--- src/rtl/ls_cnt_pkg.sv ---
// ls_cnt_pkg: shared state type and constants for the counter-channel run sequencer.
package ls_cnt_pkg;

   typedef enum logic [2:0] {
      StIdle,
      StClr,
      StRun,
      StSnap,
      StDrain
   } ls_state_e;

   // Default number of cycles the channel clear is held per run.
   localparam int unsigned CLR_CYC_DEF = 4;

   // Header beat layout: {aborted, run_id}, zero-extended to the count width.
   localparam int unsigned RUN_ID_W      = 8;
   localparam int unsigned HDR_ABORT_BIT = RUN_ID_W;

   // Channel index width on the readout port.
   localparam int unsigned CH_IDX_W = 4;

endpackage

--- src/rtl/ls_cnt_win_timer.sv ---
// ls_cnt_win_timer: loadable measurement-window down-counter.
// A load of zero is treated as one; expire is high in the last enabled cycle.
module ls_cnt_win_timer #(
   parameter int unsigned WIN_W = 32
) (
   input  logic             CLK,
   input  logic             RST,
   input  logic             load,
   input  logic [WIN_W-1:0] load_val,
   input  logic             en,
   output logic             expire
);

   logic [WIN_W-1:0] cnt_q;

   // Load takes priority; otherwise count down while enabled, never below zero.
   always_ff @(posedge CLK or posedge RST) begin
      if (RST) begin
         cnt_q <= '0;
      end else if (load) begin
         cnt_q <= (load_val == '0) ? WIN_W'(1) : load_val;
      end else if (en && (cnt_q != '0)) begin
         cnt_q <= cnt_q - WIN_W'(1);
      end
   end

   assign expire = en && (cnt_q == WIN_W'(1));

endmodule

--- src/rtl/ls_cnt_sched.sv ---
// ls_cnt_sched: run sequencer and readout scheduler for a bank of error-counter channels.
// Clears all channels, times a measurement window, snapshots every count and drains the
// snapshot one channel per valid/ready beat. Define LS_HDR_EN to prepend a header beat
// carrying {aborted, run_id} to each drain.
module ls_cnt_sched
   import ls_cnt_pkg::*;
#(
   parameter int unsigned NCH     = 8,
   parameter int unsigned CW      = 12,
   parameter int unsigned WIN_W   = 32,
   parameter int unsigned CLR_CYC = CLR_CYC_DEF
) (
   input  logic                CLK,
   input  logic                RST,
   input  logic                start,
   input  logic                stop,
   input  logic                cont,
   input  logic [WIN_W-1:0]    win_len,
   input  logic [NCH*CW-1:0]   ch_err_cnt,
   output logic [NCH-1:0]      ch_rst,
   output logic                busy,
   output logic                done,
   output logic                rd_valid,
   input  logic                rd_ready,
   output logic [CH_IDX_W-1:0] rd_ch,
   output logic [CW-1:0]       rd_cnt,
   output logic                rd_hdr,
   output logic [RUN_ID_W-1:0] run_id
);

   localparam int unsigned ClrW = (CLR_CYC > 1) ? $clog2(CLR_CYC) : 1;

   ls_state_e            state_q, state_d;
   logic [ClrW-1:0]      clr_cnt_q;
   logic [CH_IDX_W-1:0]  idx_q;
   logic [CW-1:0]        shadow_q [NCH];
   logic                 cont_q;
   logic                 done_q;
   logic [RUN_ID_W-1:0]  run_id_q;

   logic                 beat_hdr;
   logic [CW-1:0]        hdr_cnt;
   logic [CW-1:0]        ch_cnt;
   logic                 accept;
   logic                 last_beat;
   logic                 clr_end;
   logic                 enter_clr;
   logic                 win_expire;

   assign accept    = rd_valid && rd_ready;
   assign last_beat = accept && !beat_hdr && (idx_q == CH_IDX_W'(NCH - 1));
   assign clr_end   = (clr_cnt_q == ClrW'(CLR_CYC - 1));
   assign enter_clr = (state_d == StClr) && (state_q != StClr);

   ls_cnt_win_timer #(
      .WIN_W (WIN_W)
   ) u_win_timer (
      .CLK      (CLK),
      .RST      (RST),
      .load     (enter_clr),
      .load_val (win_len),
      .en       (state_q == StRun),
      .expire   (win_expire)
   );

   // Next-state decode; a stop during drain suppresses the continuous re-arm.
   always_comb begin
      state_d = state_q;
      unique case (state_q)
         StIdle:  if (start) state_d = StClr;
         StClr:   if (clr_end) state_d = StRun;
         StRun:   if (stop || win_expire) state_d = StSnap;
         StSnap:  state_d = StDrain;
         StDrain: if (last_beat) state_d = (cont_q && !stop) ? StClr : StIdle;
         default: state_d = StIdle;
      endcase
   end

   // Sequencer state, clear timing, drain index, completion pulse and run counter.
   always_ff @(posedge CLK or posedge RST) begin
      if (RST) begin
         state_q   <= StIdle;
         cont_q    <= 1'b0;
         clr_cnt_q <= '0;
         idx_q     <= '0;
         done_q    <= 1'b0;
         run_id_q  <= '0;
      end else begin
         state_q <= state_d;
         if (state_q == StIdle) begin
            if (start) cont_q <= cont && !stop;
         end else if (stop) begin
            cont_q <= 1'b0;
         end
         clr_cnt_q <= (state_q == StClr) ? clr_cnt_q + ClrW'(1) : '0;
         if (state_q == StSnap) begin
            idx_q <= '0;
         end else if (accept && !beat_hdr) begin
            idx_q <= idx_q + CH_IDX_W'(1);
         end
         done_q <= last_beat;
         if (last_beat) run_id_q <= run_id_q + RUN_ID_W'(1);
      end
   end

   // Snapshot every channel count in the single SNAP cycle; held until the next SNAP.
   always_ff @(posedge CLK or posedge RST) begin
      if (RST) begin
         for (int i = 0; i < int'(NCH); i++) shadow_q[i] <= '0;
      end else if (state_q == StSnap) begin
         for (int i = 0; i < int'(NCH); i++) shadow_q[i] <= ch_err_cnt[i*CW +: CW];
      end
   end

`ifdef LS_HDR_EN
   logic                   hdr_q;
   logic                   aborted_q;
   logic [HDR_ABORT_BIT:0] hdr_word;

   // Header is pending from the snapshot until its beat is taken; abort flag spans one run.
   always_ff @(posedge CLK or posedge RST) begin
      if (RST) begin
         hdr_q     <= 1'b0;
         aborted_q <= 1'b0;
      end else begin
         if (state_q == StSnap) begin
            hdr_q <= 1'b1;
         end else if (accept) begin
            hdr_q <= 1'b0;
         end
         if (enter_clr) begin
            aborted_q <= 1'b0;
         end else if ((state_q == StRun) && stop) begin
            aborted_q <= 1'b1;
         end
      end
   end

   // Header payload {aborted, run_id}, zero-extended to the count width.
   always_comb begin
      hdr_word                     = '0;
      hdr_word[HDR_ABORT_BIT]      = aborted_q;
      hdr_word[RUN_ID_W-1:0]       = run_id_q;
      hdr_cnt                      = CW'(hdr_word);
   end

   assign beat_hdr = hdr_q;
`else
   assign beat_hdr = 1'b0;
   assign hdr_cnt  = '0;
`endif

   // Select the shadow entry addressed by the drain index.
   always_comb begin
      ch_cnt = '0;
      for (int i = 0; i < int'(NCH); i++) begin
         if (idx_q == CH_IDX_W'(i)) ch_cnt = shadow_q[i];
      end
   end

   // Readout port; fields are zero whenever no beat is offered.
   always_comb begin
      rd_valid = (state_q == StDrain);
      rd_hdr   = rd_valid && beat_hdr;
      rd_ch    = '0;
      rd_cnt   = '0;
      if (rd_hdr) begin
         rd_cnt = hdr_cnt;
      end else if (rd_valid) begin
         rd_ch  = idx_q;
         rd_cnt = ch_cnt;
      end
   end

   assign ch_rst = {NCH{state_q == StClr}};
   assign busy   = (state_q != StIdle);
   assign done   = done_q;
   assign run_id = run_id_q;

endmodule

--- config.mk ---
export PLATFORM = sky130hd
export DESIGN_NAME = ls_cnt_sched
export DESIGN_NICKNAME = d
export VERILOG_FILES = /design/src/rtl/ls_cnt_pkg.sv /design/src/rtl/ls_cnt_win_timer.sv /design/src/rtl/ls_cnt_sched.sv
export SDC_FILE = /design/constraint.sdc
export NUM_CORES = 1
export LEC_CHECK = 0
export ABC_AREA = 1
export CAP_MARGIN = 20
export CORE_MARGIN = 2
export CORE_UTILIZATION = 47
export DETAILED_ROUTE_END_ITERATION = 7
export PLACE_DENSITY = 0.77
export SETUP_SLACK_MARGIN = 0.05
export SYNTH_ARGS = -nofsm -noshare
export SYNTH_HDL_FRONTEND = slang
export SYNTH_SLANG_ARGS = --single-unit
export TNS_END_PERCENT = 50
--- constraint.sdc ---
create_clock -name CLK -period 4.5 [get_ports CLK]
set_input_delay 0.9 -clock CLK [delete_from_list [all_inputs] [get_ports CLK]]
set_output_delay 0.9 -clock CLK [all_outputs]
set_load 0.05 [all_outputs]
==> impl_metrics.json, run 1 <==
{
  "grt_max_degree": 119,
  "antenna_found_initial": 2,
  "drive_gt1_frac": 0.0482,
  "postCtsHoldBufs": 0,
  "seq_area_um2": 3680,
  "die-area_um2": 18400,
  "synth-edff-count": 0,
  "vias": 7740,
  "maxCapViolations": 0,
  "fmax_ghz": 0.240,
  "nFillCells": 1592,
  "numPortBuffers": 168,
  "clock_skew_ps": 5.14,
  "clock_path_buffers": 2,
  "wl_per_cell_um": 14.8,
  "layout_common_cells": "nand2_1, clkdlybuf4s50_1, dfrtp_1, nor2_1, nand3_1",
  "grt_first_pass_wirelength_um": 35800,
  "vias_per_cell": 5.12,
  "die_w_um": 136,
  "dp_cells": 1478,
  "peakVddDrop_v": 0.000314,
  "io_pins": 170,
  "cp-start-kind": "flip-flop",
  "grt_remaining_overflow": 0,
  "worstSetupPathType": "flip-flop to primary output",
  "rsz0062_at_grt": "false",
  "clock-root-buffer": "clkbuf_16",
  "cts_max_level": 4,
  "syn_inst": 1136,
  "cts_setup_buffers": 0,
  "crit_chain": "nor2_2, buf_4, nand2_1, inv_1, nand2_1, nand4_1, a21oi_1, nor2_1, clkdlybuf4s50_1",
  "clk_latency_ps": 420,
  "hold_viol": 0,
  "leakagePower_nw": 5.00,
  "grt_pass1_vias": 7265,
  "cpMaxStageDelayCell": "clkdlybuf4s50_1",
  "async_flop_share": 1.00,
  "drt_iter0_markers": 566,
  "hold_path_class": "flip-flop to flip-flop",
  "initial_utilization": 0.476,
  "multi_input_area_um2": 3900,
  "synth_flop_cell": "dfrtp_1",
  "die_h_um": 136,
  "place_congestion": 0.932,
  "fin_nets": 1415,
  "synth.avg_cell_area_um2": 7.17,
  "required_ps": 3600,
  "yosys_register_bits": 147,
  "final_cells": 1511,
  "tightest_slew_ps": 1070,
  "slew_viol_final": 0,
  "setup_viol": 0,
  "arrival_ps": 3270,
  "synthToLayoutAreaGrowth_pct": 28.9,
  "cp_slowest_stage_delay_ps": 820,
  "cts_buffers": 17,
  "coreArea_um2": 17100,
  "min_period_ps": 4170,
  "rows": 48,
  "power_density_nw_per_um2": 672,
  "post_cts_resized": 0,
  "cpMostUsedCell": "nand2_1",
  "synth_cell_type_count": 33,
  "synth.net_count": 1279,
  "grtUsageTotal": 0.249,
  "cts.sinks": 147,
  "firstDrtPassIters": 5,
  "path_clk_slew_ps": 60,
  "ys.warnings.count": 0,
  "timing.final.crit_share": 0.926,
  "crit_path_end_kind": "primary output",
  "wl_um": 22400,
  "syn_area_um2": 8150,
  "setup_tns_ps": 0,
  "dp_hpwl_um": 16600,
  "status": "completed",
  "antenna_left": 0,
  "slew_headroom": 0.286,
  "ys_seq_area_frac": 0.451,
  "layout_commonest_cell": "nand2_1",
  "worstPathMaxFanout": 38,
  "cts_tree": "yes",
  "drc": 0
}
==> layer usage <==
layer | vias up | track usage | routed length, um
met5 | - | 0 | 13
met4 | 2 | 0.113 | 845
met3 | 56 | 0.0471 | 1350
met2 | 273 | 0.424 | 10800
met1 | 3556 | 0.308 | 9360
li1 | 3853 | - | -
==> through the flow <==
| step | util | power, mW | setup WS, ps | hold WS [ps] | instance area [um2] |
|---|---|---|---|---|---|
| after floorplan | - | 4.71 | 1250 | 410 | 8150 |
| after global placement | 0.577 | 5.49 | 809 | 422 | 9880 |
| after detailed placement | 0.577 | 5.56 | 783 | 435 | 9880 |
| after CTS | 0.613 | 7.06 | 332 | 443 | 10500 |
| after global routing | 0.613 | 7.60 | 60.4 | 459 | 10500 |
| final | 0.614 | 7.05 | 334 | 442 | 10500 |
==> cells by family after synthesis <==
| group | share of synthesized area |
|---|---|
| AND/OR/NAND/NOR | 0.378 |
| multiplexers | 0.00138 |
| adder cells (fa/ha/maj) | 0.0138 |
| AO/OA/AOI/OAI | 0.0524 |
| flip-flops | 0.451 |
| XOR/XNOR | 0.0312 |
| buffers and inverters | 0.0714 |
| other | 0.000460 |
==> layout make-up <==
type / count / share of cell area
timing repair buffer: 176 / 0.167
inverter: 70 / 0.0257
clock inverter: 15 / 0.0185
tap: 225 / 0.0268
antenna: 1 / 0.000238
clock buffer: 17 / 0.0405
sequential: 147 / 0.350
multi-input combinational: 860 / 0.371
==> cell usage after synthesis (all sizes together) (6+ instances only) <==
cell | n | area (um2)
nand2 | 456 | 1730
a21oi | 14 | 70.1
ha | 9 | 113
inv | 70 | 263
xnor2 | 9 | 78.8
nand3b | 13 | 97.6
nand3 | 98 | 503
dfrtp | 147 | 3680
nand4 | 17 | 106
nor2 | 148 | 592
clkbuf | 20 | 75.1
xor2 | 20 | 175
o211ai | 10 | 75.1
o21ai | 50 | 250
nor3 | 6 | 30.0
buf | 39 | 244
==> flip-flops by register name, summed over array words and instances (netlist names) <==
register and cells:
cont_q 1, state_q 3, clr_cnt_q 2, done 1
shadow_q 96, idx_q 4, run_id 8, u_win_timer.cnt_q 32
==> worst paths after layout <==
kind,from,slack [ps],endpoint,depth (start not counted)
max,idx_q[3],330,rd_cnt[9],9
min,clr_cnt_q[0],440,clr_cnt_q[0],1
max reg2reg,u_win_timer.cnt_q[18],1870,u_win_timer.cnt_q[3],9
min reg2reg,clr_cnt_q[0],440,clr_cnt_q[0],1
max in group asynchronous,RST,2410,shadow_q[27],3
min in group asynchronous,RST,930,cont_q,2
==> worst max-delay path, delay by kind of cell (launching register included) <==
family	cells	cell delay, ps
AND/OR/NAND/NOR	5	780
buffers and inverters	3	1540
flip-flops	1	450
AO/OA/AOI/OAI	1	70
==> where the power goes <==
part	leakage, nW	internal (mW)	total (mW)	switching [mW]
clock	0.294	0.888	1.48	0.596
combinational	2.91	1.11	3.15	2.04
sequential	1.80	1.96	2.42	0.468
total	5.00	3.95	7.05	3.11
Power figures use the tool's default switching activity.
==> run 2: changes to the inputs <==
--- a/config.mk
+++ b/config.mk
@@ -9,6 +9,7 @@
 export CAP_MARGIN = 20
 export CORE_MARGIN = 2
 export CORE_UTILIZATION = 47
+export CTS_BUF_LIST = sky130_fd_sc_hd__clkbuf_16
 export DETAILED_ROUTE_END_ITERATION = 7
 export PLACE_DENSITY = 0.77
 export SETUP_SLACK_MARGIN = 0.05
==> results of run 2 <==
No change in the layout: final DEF, timing and power equal those of run 1.
